===== src/rtl/melody_seq.sv =====
//------------------------------------------------------------------------------
// melody_seq
//   Plays a short melody stored in a small writable note table. Each entry
//   holds a half-period (HP, in iCLK cycles; 0 = rest) and a duration (DUR, in
//   ticks of TICK_DIV cycles; 0 behaves as 1). The output is a square wave
//   toggling every HP cycles while a note sounds.
//
// Ports
//   iCLK      clock, all state changes on the rising edge
//   iRST      asynchronous active-high reset (also clears the note table)
//   iWR_EN    note-table write strobe
//   iWR_ADDR  note-table write address (addresses >= STEPS are dropped)
//   iWR_HP    half-period to write
//   iWR_DUR   duration to write
//   iLEN      number of active steps, 1..STEPS
//   iLOOP     1 = restart at step 0 after the last step
//   iSTART    start request (level, honoured only in IDLE with a legal iLEN)
//   iSTOP     abort request (level, wins over iSTART)
//   oSOUND    square-wave audio output
//   oBUSY     high while playing
//   oDONE     one-cycle pulse after the natural end of a non-looped melody
//   oSTEP     index of the step currently playing
//------------------------------------------------------------------------------
module melody_seq #(
   parameter int TICK_DIV = 6_250_000,
   parameter int STEPS    = 8,
   parameter int HP_W     = 21,
   parameter int DUR_W    = 4,
   localparam int AW      = $clog2(STEPS)
) (
   input  logic             iCLK,
   input  logic             iRST,
   input  logic             iWR_EN,
   input  logic [AW-1:0]    iWR_ADDR,
   input  logic [HP_W-1:0]  iWR_HP,
   input  logic [DUR_W-1:0] iWR_DUR,
   input  logic [AW:0]      iLEN,
   input  logic             iLOOP,
   input  logic             iSTART,
   input  logic             iSTOP,
   output logic             oSOUND,
   output logic             oBUSY,
   output logic             oDONE,
   output logic [AW-1:0]    oSTEP
);

   localparam int TW = $clog2(TICK_DIV);
   localparam logic [TW-1:0]    TICK_LAST = TW'(TICK_DIV - 1);
   localparam logic [AW-1:0]    STEP_LAST = AW'(STEPS - 1);
   localparam logic [AW:0]      LEN_MAX   = (AW+1)'(STEPS);
   localparam logic [AW:0]      LEN_ONE   = (AW+1)'(1);
   localparam logic [AW-1:0]    STEP_ONE  = AW'(1);
   localparam logic [TW-1:0]    TICK_ONE  = TW'(1);
   localparam logic [DUR_W-1:0] DUR_ONE   = DUR_W'(1);
   localparam logic [HP_W-1:0]  HP_ONE    = HP_W'(1);

   typedef enum logic {IDLE, PLAY} state_t;

   state_t           stateReg, stateNext;
   logic [AW-1:0]    stepReg, stepNext;
   logic [TW-1:0]    tickReg, tickNext;
   logic [DUR_W-1:0] durReg, durNext;
   logic [HP_W-1:0]  toneReg, toneNext;
   logic             soundReg, soundNext;
   logic             doneReg, doneNext;

   //---------------------------------------------------------------------------
   // Note table: plain registers so reset can clear every entry and the
   // playing entry can be read combinationally.
   //---------------------------------------------------------------------------
   logic [HP_W-1:0]  hpTable  [STEPS];
   logic [DUR_W-1:0] durTable [STEPS];
   logic [STEPS-1:0] wrSel;

   genvar gi;
   generate
      for (gi = 0; gi < STEPS; gi++) begin : gWrSel
         // No entry decodes an out-of-range address, so such writes vanish.
         assign wrSel[gi] = iWR_EN && (iWR_ADDR == AW'(gi));
      end
   endgenerate

   always_ff @(posedge iCLK or posedge iRST) begin
      if (iRST) begin
         for (int i = 0; i < STEPS; i++) begin
            hpTable[i]  <= '0;
            durTable[i] <= '0;
         end
      end else begin
         for (int i = 0; i < STEPS; i++) begin
            if (wrSel[i]) begin
               hpTable[i]  <= iWR_HP;
               durTable[i] <= iWR_DUR;
            end
         end
      end
   end

   //---------------------------------------------------------------------------
   // Decode of the playing entry
   //---------------------------------------------------------------------------
   logic [HP_W-1:0]  curHp;
   logic [DUR_W-1:0] curDur;
   logic [DUR_W-1:0] durLast;
   logic [AW:0]      stepPlus;
   logic             lenOk, tickHit, stepEnd, lastStep, toneHit;

   assign curHp    = hpTable[stepReg];
   assign curDur   = durTable[stepReg];
   assign durLast  = (curDur == '0) ? '0 : curDur - DUR_ONE;
   assign lenOk    = (iLEN != '0) && (iLEN <= LEN_MAX);
   assign tickHit  = (tickReg == TICK_LAST);
   // '>=' rather than '==' so a rewrite of the playing entry to a shorter
   // duration or half-period cannot leave a counter stranded past its limit.
   assign stepEnd  = tickHit && (durReg >= durLast);
   assign toneHit  = (toneReg >= curHp - HP_ONE);
   assign stepPlus = {1'b0, stepReg} + LEN_ONE;
   // The STEP_LAST term keeps the index inside the table if iLEN is changed
   // to something illegal mid-melody.
   assign lastStep = (stepPlus >= iLEN) || (stepReg == STEP_LAST);

   //---------------------------------------------------------------------------
   // State register
   //---------------------------------------------------------------------------
   always_ff @(posedge iCLK or posedge iRST) begin
      if (iRST) begin
         stateReg <= IDLE;
         stepReg  <= '0;
         tickReg  <= '0;
         durReg   <= '0;
         toneReg  <= '0;
         soundReg <= 1'b0;
         doneReg  <= 1'b0;
      end else begin
         stateReg <= stateNext;
         stepReg  <= stepNext;
         tickReg  <= tickNext;
         durReg   <= durNext;
         toneReg  <= toneNext;
         soundReg <= soundNext;
         doneReg  <= doneNext;
      end
   end

   //---------------------------------------------------------------------------
   // Next-state logic
   //---------------------------------------------------------------------------
   always_comb begin
      stateNext = stateReg;
      stepNext  = stepReg;
      tickNext  = tickReg;
      durNext   = durReg;
      toneNext  = toneReg;
      soundNext = soundReg;
      doneNext  = 1'b0;

      case (stateReg)
         IDLE: begin
            soundNext = 1'b0;
            if (iSTART && !iSTOP && lenOk) begin
               stateNext = PLAY;
               stepNext  = '0;
               tickNext  = '0;
               durNext   = '0;
               toneNext  = '0;
            end
         end

         PLAY: begin
            if (iSTOP) begin
               // Abort keeps the step index, clears everything else.
               stateNext = IDLE;
               tickNext  = '0;
               durNext   = '0;
               toneNext  = '0;
               soundNext = 1'b0;
            end else begin
               tickNext = tickHit ? '0 : tickReg + TICK_ONE;

               if (curHp == '0) begin
                  toneNext  = '0;
                  soundNext = 1'b0;
               end else if (toneHit) begin
                  toneNext  = '0;
                  soundNext = !soundReg;
               end else begin
                  toneNext  = toneReg + HP_ONE;
               end

               if (stepEnd) begin
                  // Every step change restarts the note silent and in phase.
                  durNext   = '0;
                  toneNext  = '0;
                  soundNext = 1'b0;
                  if (!lastStep) begin
                     stepNext = stepReg + STEP_ONE;
                  end else if (iLOOP) begin
                     stepNext = '0;
                  end else begin
                     stateNext = IDLE;
                     tickNext  = '0;
                     doneNext  = 1'b1;
                  end
               end else if (tickHit) begin
                  durNext = durReg + DUR_ONE;
               end
            end
         end

         default: stateNext = IDLE;
      endcase
   end

   assign oSOUND = soundReg;
   assign oBUSY  = (stateReg == PLAY);
   assign oDONE  = doneReg;
   assign oSTEP  = stepReg;

endmodule


===== config.mk =====
export PLATFORM = sky130hd
export DESIGN_NAME = melody_seq
export DESIGN_NICKNAME = d
export VERILOG_FILES = /design/src/rtl/melody_seq.sv
export SDC_FILE = /design/constraint.sdc
export NUM_CORES = 1
export LEC_CHECK = 0
export BUFFER_PORTS_ARGS = -buffer_cell sky130_fd_sc_hd__buf_2
export CAP_MARGIN = 25
export CORE_MARGIN = 10
export CORE_UTILIZATION = 45
export DETAILED_ROUTE_END_ITERATION = 10
export GPL_TIMING_DRIVEN = 1
export PLACE_DENSITY_LB_ADDON = 0.12
export SLEW_MARGIN = 20
export SYNTH_ARGS = -nofsm -noshare
export SYNTH_HDL_FRONTEND = slang
export SYNTH_SLANG_ARGS = --single-unit

===== constraint.sdc =====
create_clock -name iCLK -period 27.6 [get_ports iCLK]
set_input_delay 8.28 -clock iCLK [delete_from_list [all_inputs] [get_ports iCLK]]
set_output_delay 8.28 -clock iCLK [all_outputs]
set_load 0.01 [all_outputs]

==> results of run 1 <==
## per-layer routing
metal / GRT usage [%] / vias to the layer above
met1: 22.4 / 4049
met5: 0 / -
met2: 24.3 / 89
met4: 3.72 / 4
met3: 2.25 / 45
li1: - / 3744
## cell type report
cell class / count / area [sq um]
multi-input combinational: 669 / 6290
clock buffer: 42 / 855
fill: 2566 / 14000
timing repair buffer: 59 / 335
inverter: 17 / 71.3
sequential: 254 / 6360
tap: 384 / 480
clock inverter: 10 / 124
## metrics by stage
stage	setup slack [ns]	hold slack, ns
global placement	17.04	0.479
global route	17.45	0.508
detailed placement	17.04	0.484
finish	17.58	0.494
floorplan	12.34	0.470
CTS	17.60	0.497
## worst max-delay path: cells and delay by family
| kind | cells | cell delay [ns] |
|---|---|---|
| xor+xnor | 1 | 0.16 |
| buf+inv | 2 | 0.39 |
| compound gates | 2 | 0.52 |
| simple gates | 4 | 1.07 |
## kinds of logic (layout without fill, tap and decap cells)
group	count (synthesis)	count (layout)
AND/OR/NAND/NOR	222	222
multiplexers	278	278
buffers and inverters	63	128
adder cells (fa/ha/maj)	35	35
XOR/XNOR	37	37
AO/OA/AOI/OAI	97	97
flip-flops	254	254
## power by group
part / leakage, nW / switching [mW] / internal, mW
logic: 2.44 / 0.0718 / 0.0941
registers: 3.15 / 0.0316 / 0.439
clock network: 0.485 / 0.156 / 0.234
## registers in the layout, indices dropped and copies added (netlist names)
name,cells
durTable,32
toneReg,21
durReg,4
oBUSY,1
oSOUND,1
tickReg,23
oSTEP,3
hpTable,168
oDONE,1
## layout by cell type (no fill, tap or decap), types with 4 or more instances in the layout
cell type,count
clkbuf_8,8
nor3_1,7
clkbuf_16,29
buf_2,43
or2_2,5
ha_1,35
xnor2_1,22
o31ai_1,9
nand3_1,23
buf_4,16
and3_1,5
nand2b_1,8
o21ai_1,6
or3_1,7
a21oi_1,14
mux2i_1,19
o21ai_0,25
nand2_1,63
or4_1,4
mux4_2,42
a21o_1,7
nand4_1,16
nor2_1,46
nor2b_1,6
nor3_2,4
a31oi_1,5
nor4_1,4
inv_1,16
clkinv_2,5
mux4_1,6
dfrtp_1,251
o211ai_1,11
mux2_2,206
xor2_1,15
and2_1,7
clkbuf_1,5
## worst min-delay path by stage
stage,startpoint,endpoint,depth (start not counted)
6_report,hpTable[87],hpTable[87],1
5_1_grt,hpTable[27],hpTable[27],1
4_1_cts,hpTable[28],hpTable[28],1
3_5_place_dp,hpTable[28],hpTable[28],1
3_3_place_gp,hpTable[6],hpTable[6],1
2_1_floorplan,hpTable[28],hpTable[28],1
==> metrics.md, run 1 <==
| Metric | Value |
|---|---|
| Synth Net Count | `1059` |
| Die H | `190 um` |
| Horiz. Die Dim | `190 um` |
| Max Root-Sink Buffers | `3` |
| Core area | `28500 sq um` |
| Cell count after synthesis | `986` |
| CTS Buf Count | `29` |
| R2R cell count | `15` |
| Sink Count | `254` |
| Pin count of the biggest net entering global routing | `128` |
| R2R Path End | `toneReg[17]` |
| Met2 WL | `12.8 mm` |
| RR Startpoint | `oSTEP[0]` |
| Critical path's slowest cell | `nor4_1` |
| Setup Viol. Count Final | `0` |
| Commonest cells in the netlist | `254 x dfrtp_1, 206 x mux2_2, 63 x nand2_1` |
| Register area share after synthesis | `49.1%` |
| Drt first pass iters | `5` |
| TritonCTS clock tree | `built` |
| Status | `finished clean` |
| Port-buffer cells | `43` |
| Final Cell Area | `14500 sq um` |
| Final setup TNS | `0 ns` |
| Clock Skews | `0.0130 ns` |
| Antenna violations before repair | `2` |
| Post-synthesis cell type count | `60` |
| Worst-path clk slew | `0.06 ns` |
| Worst-skew pair later-pin latency | `0.56 ns` |
| Hold Crit Class | `flop to flop` |
| N_diodes | `0` |
| Post-synth top area cell | `dfrtp_1` |
| Crit path DAT | `10.44 ns` |
| Netlist Area Pre-Place | `13000 sq um` |
| Max-Cap Viols | `0` |
| Largest family of logic cells by synthesized area | `multiplexers` |
| Max IR drop VDD | `0.0000462 V` |
| Max incr delay on CP | `0.60 ns` |
| Compound-Gate Fraction of Synth Area | `4.91%` |
| Grt ovf | `0` |
| CP Class | `input pin to flop` |
| DP Wirelength | `16.8 mm` |
| Tcrit/Tclk final | `36.3%` |
| Critical Path Source | `iLEN[1]` |
| Drt total wl | `27.8 mm` |
| Actual slew at the worst max-slew pin | `0.916 ns` |
| R2R setup slack | `22.25 ns` |
| Post-Route M1 WL | `13.6 mm` |
| Top-count cell post-synth | `dfrtp_1` |
| Pwr per Cell Area | `70.7 nW/um^2` |
| Final Max Tran Viols | `0` |
| Final #Nets | `1103` |
| Data required, critical path | `28.02 ns` |
| Crit path capture type | `flop` |
| Final cell count without fillers | `1435` |
| First-pass GRT wire length | `45.4 mm` |
| Max Clock Freq | `99.8 MHz` |
| Number of global-route vias before repair | `7962` |
| H-tree depth | `1` |
| Drt drc | `0` |
| Rel. slew slack | `38.9%` |
| Adder-cell share of the synthesized area | `3.38%` |
| Simple-gate share of the synthesized area | `8.95%` |
| Leakage | `6.07 nW` |
| Final Total Pwr | `1.03 mW` |
| Area growth syn-to-layout | `12.1%` |
| Yosys reg bits | `254` |
| Final hold vios | `0` |
| Vias per cell | `5.53` |
| RSZ-0062 raised after global routing | `no` |
| Total Routing Usage GR | `15.6%` |
| Critical-path cell list | `buf_2, o31ai_1, a41oi_2, buf_4, nor4_1, and3_1, nand4_1, xor2_1, nor2_1` |
| Synth Flop Type | `dfrtp_1` |
| Routed length per instance | `19.4 um` |
| Placed Area | `13500 sq um` |
| Initial DRC count | `472` |
| Final antenna-violating net count | `0` |
| Critical Path End | `tickReg[20]` |
| Number of flops mapped to enable cells by yosys | `0` |
| Mean Syn Cell Area | `13.1 sq um` |
| Post-synth ARST share | `100%` |
| Gp weighted congestion | `0.792` |
| Num rows | `62` |
| CP Launch Type | `input pin` |
| Yosys top cell area share | `49.1%` |
| Post-CTS setup buffer count | `0` |
| Routed wl met3 | `706 um` |
| Initial Util | `45.4%` |
| Share of cells above drive strength 1 | `36.4%` |
| Final core utilization | `50.9%` |
| Synth top area cells | `dfrtp_1 49%, mux2_2 18%, mux4_2 7.3%` |
| Vias | `7931` |
| Critical-path maximum fanout | `40` |
| CTS Hold Buffers Added | `0` |
| Die area | `36000 sq um` |
| Placed cell count | `1383` |
| Synth Area in XOR/XNOR | `2.50%` |
| Top Metal Used | `met5` |
| Yosys warnings | `0` |
| Mux contribution to synthesized area | `28.6%` |
| Fin crit period | `10.02 ns` |
| Resize count post-CTS | `0` |
| Root Driver | `clkbuf_16` |
| I/O pin count | `44` |
(Power assumes the default switching activity.)
==> run 2: changes to the inputs <==
==> constraint.sdc (replaced) <==
create_clock -name iCLK -period 9.2 [get_ports iCLK]
set_input_delay 2.76 -clock iCLK [delete_from_list [all_inputs] [get_ports iCLK]]
set_output_delay 2.76 -clock iCLK [all_outputs]
set_load 0.01 [all_outputs]
==> metrics.md, run 2 (same netlist as run 1, synthesis figures left out) <==
| Metric | Value |
|---|---|
| Status | `finished clean` |
| Combinational share of power | `15.8% (-0.4 points)` |
| Area growth syn-to-layout | `13.0%` |
| Min-Delay Startpoint | `hpTable[111]` |
| Clock Skews | `0.0141 ns (+0.00104 ns)` |
| Horiz. Die Dim | `190 um (unchanged)` |
| Max IR drop VDD | `0.000152 V (+230%)` |
| Max-Cap Viols | `0 (unchanged)` |
| Setup Viol. Count Final | `0 (unchanged)` |
| Minimum hold slack | `0.495 ns (+0.00101 ns)` |
| R2R setup slack | `3.98 ns (-18.27 ns)` |
| Root Driver | `clkbuf_16` |
| Die H | `190 um (unchanged)` |
| Hold Path Sink | `hpTable[111]` |
| CTS Hold Buffers Added | `0 (unchanged)` |
| Final setup TNS | `0 ns (unchanged)` |
| Sequential share of power | `44.7% (-1.2 points)` |
| Max Root-Sink Buffers | `3 (unchanged)` |
| CP Class | `flop to flop` |
| Largest registers | `hpTable (168), durTable (32), tickReg (23)` |
| M1 GR Usage | `22.3% (-0.13 points)` |
| Commonest non-fill, non-tap cells in the layout | `251 x dfrtp_1, 206 x mux2_2, 63 x nand2_1` |
| Worst-path clk slew | `0.06 ns (about the same)` |
| Gp weighted congestion | `0.779 (-1.6%)` |
| Commonest non-fill, non-tap cell in the layout | `dfrtp_1` |
| Clock share of power | `39.5% (+1.5 points)` |
| Vias | `7953 (+0.28%)` |
| Data required, critical path | `9.65 ns (-18.37 ns)` |
| Routed length per instance | `19.5 um (+0.75%)` |
| Resize count post-CTS | `0 (unchanged)` |
| Initial DRC count | `444 (-5.9%)` |
| Actual slew at the worst max-slew pin | `0.996 ns (+0.0800 ns)` |
| Total Routing Usage GR | `15.7% (+0.16 points)` |
| CTS Buf Count | `29 (unchanged)` |
| Hold Crit Class | `flop to flop` |
| Drt first pass iters | `4 (-1)` |
| Core area | `28500 sq um (unchanged)` |
| Met3 usage | `2.60% (+0.35 points)` |
| Final Max Tran Viols | `0 (unchanged)` |
| Port-buffer cells | `43 (unchanged)` |
| Die area | `36000 sq um (unchanged)` |
| RR Startpoint | `oSTEP[0]` |
| Final #Nets | `1105 (+0.18%)` |
| Max reg flops | `168 (unchanged)` |
| Antenna violations before repair | `1 (-1)` |
| P_sw | `778 uW (+200%)` |
| Share of cells above drive strength 1 | `36.7% (+0.28 points)` |
| Crit path capture type | `flop` |
| Vias per cell | `5.53 (about the same)` |
| Crit path DAT | `5.68 ns (-4.76 ns)` |
| Switching Share | `24.6% (-0.71 points)` |
| Max Clock Freq | `191 MHz` |
| Drt drc | `0 (unchanged)` |
| Post-CTS setup buffer count | `0 (unchanged)` |
| First-pass GRT wire length | `45.6 mm (+0.47%)` |
| DP Wirelength | `17.3 mm (+3.3%)` |
| RSZ-0062 raised after global routing | `no` |
| Pwr per Cell Area | `216 nW/um^2 (+210%)` |
| Num rows | `62 (unchanged)` |
| Pint | `2.39 mW (+210%)` |
| TritonCTS clock tree | `built` |
| R2R cell count | `17 (+2)` |
| Worst-skew pair later-pin latency | `0.56 ns (about the same)` |
| Critical-path maximum fanout | `32 (-20%)` |
| Initial Util | `45.4% (unchanged)` |
| I/O pin count | `44 (unchanged)` |
| Grt ovf | `0 (unchanged)` |
| Fin crit period | `5.22 ns` |
| CP Launch Type | `flop` |
| Pin count of the biggest net entering global routing | `156 (+22%)` |
| H-tree depth | `1 (unchanged)` |
| # fillers | `2538 (-1.1%)` |
| R2R Path End | `toneReg[15]` |
| Final hold vios | `0 (unchanged)` |
| Leakage | `6.12 nW (+0.87%)` |
| Final antenna-violating net count | `0 (unchanged)` |
| Global routing usage on met2 | `24.9% (+0.56 points)` |
| Sink Count | `254 (unchanged)` |
| Rel. slew slack | `33.6% (-5.3 points)` |
| Layer with the highest usage | `met2` |
| Drt total wl | `28.1 mm (+1.0%)` |
| Tcrit/Tclk final | `56.8%` |
| Biggest register | `hpTable` |
| Hold Crit Depth | `1 (unchanged)` |
| Number of global-route vias before repair | `8050 (+1.1%)` |
==> run 2: cell count changes in the layout (fill, tap and decap cells not counted) <==
cell	delta
diode_2	+1
inv_8	-2
clkbuf_1	-1
bufinv_16	+3
inv_6	+1
buf_12	+2
==> run 2: worst max-delay path by stage <==
stage	endpoint	slack, ns	cells past startpoint	from
floorplan	durReg[0]	3.10	1	iRST
global placement	toneReg[17]	3.95	17	oSTEP[0]
detailed placement	toneReg[17]	3.96	17	oSTEP[0]
CTS	toneReg[17]	3.93	17	oSTEP[0]
global route	toneReg[17]	3.40	17	oSTEP[0]
finish	toneReg[15]	3.98	17	oSTEP[0]
==> run 2: area by class of cell <==
cell class	instances	area, sq um	share of cell area [%]
Tap cell	384	480	3.28
Antenna cell	1	2.50	0.0171
Inverter	17	67.6	0.462
Clock inverter	12	204	1.39
Sequential cell	254	6360	43.5
Multi-Input combinational cell	669	6290	43.0
Clock buffer	41	851	5.81
Timing Repair Buffer	61	375	2.56
==> run 2: metrics by stage <==
| stage | setup slack, ns | cells | cell area (sq um) | util (%) | total power [mW] |
|---|---|---|---|---|---|
| after floorplan | 3.10 | 986 | 13000 | - | 1.81 |
| after global placement | 3.95 | 1384 | 13600 | 47.5 | 1.93 |
| after detailed placement | 3.96 | 1385 | 13600 | 47.6 | 1.94 |
| after CTS | 3.93 | 1438 | 14600 | 51.3 | 3.21 |
| after global routing | 3.40 | 1438 | 14600 | 51.3 | 3.33 |
| final | 3.98 | 1439 | 14600 | 51.3 | 3.16 |
==> run 2: worst max-delay path, cell delays in order, from the launching register on <==
cell and delay (ns):
dfrtp_4 0.82, buf_4 0.46, mux4_2 0.54, mux2i_1 0.35
nand4_2 0.23, nand2b_1 0.30, nor3_2 0.27, nand3_1 0.12
xnor2_1 0.15, ha_1 0.30, a21o_1 0.17, a21o_1 0.18
a21oi_1 0.12, o21ai_0 0.08, a21oi_1 0.12, buf_4 0.26
nand2_2 0.22, o311ai_0 0.37
==> run 2: metal layers <==
metal / up-vias / wire (um)
li1: 3757 / -
met1: 4079 / 13900
met2: 83 / 12900
met3: 34 / 845
met4: 0 / 427
met5: - / 0
==> run 2: power by group through the flow <==
stage | clock network (mW) | logic, mW | registers, mW
6_report | 1.25 | 0.501 | 1.41
5_1_grt | 1.33 | 0.558 | 1.44
3_3_place_gp | 0 | 0.496 | 1.43
4_1_cts | 1.28 | 0.509 | 1.41
3_5_place_dp | 0 | 0.509 | 1.43
2_1_floorplan | 0 | 0.410 | 1.40
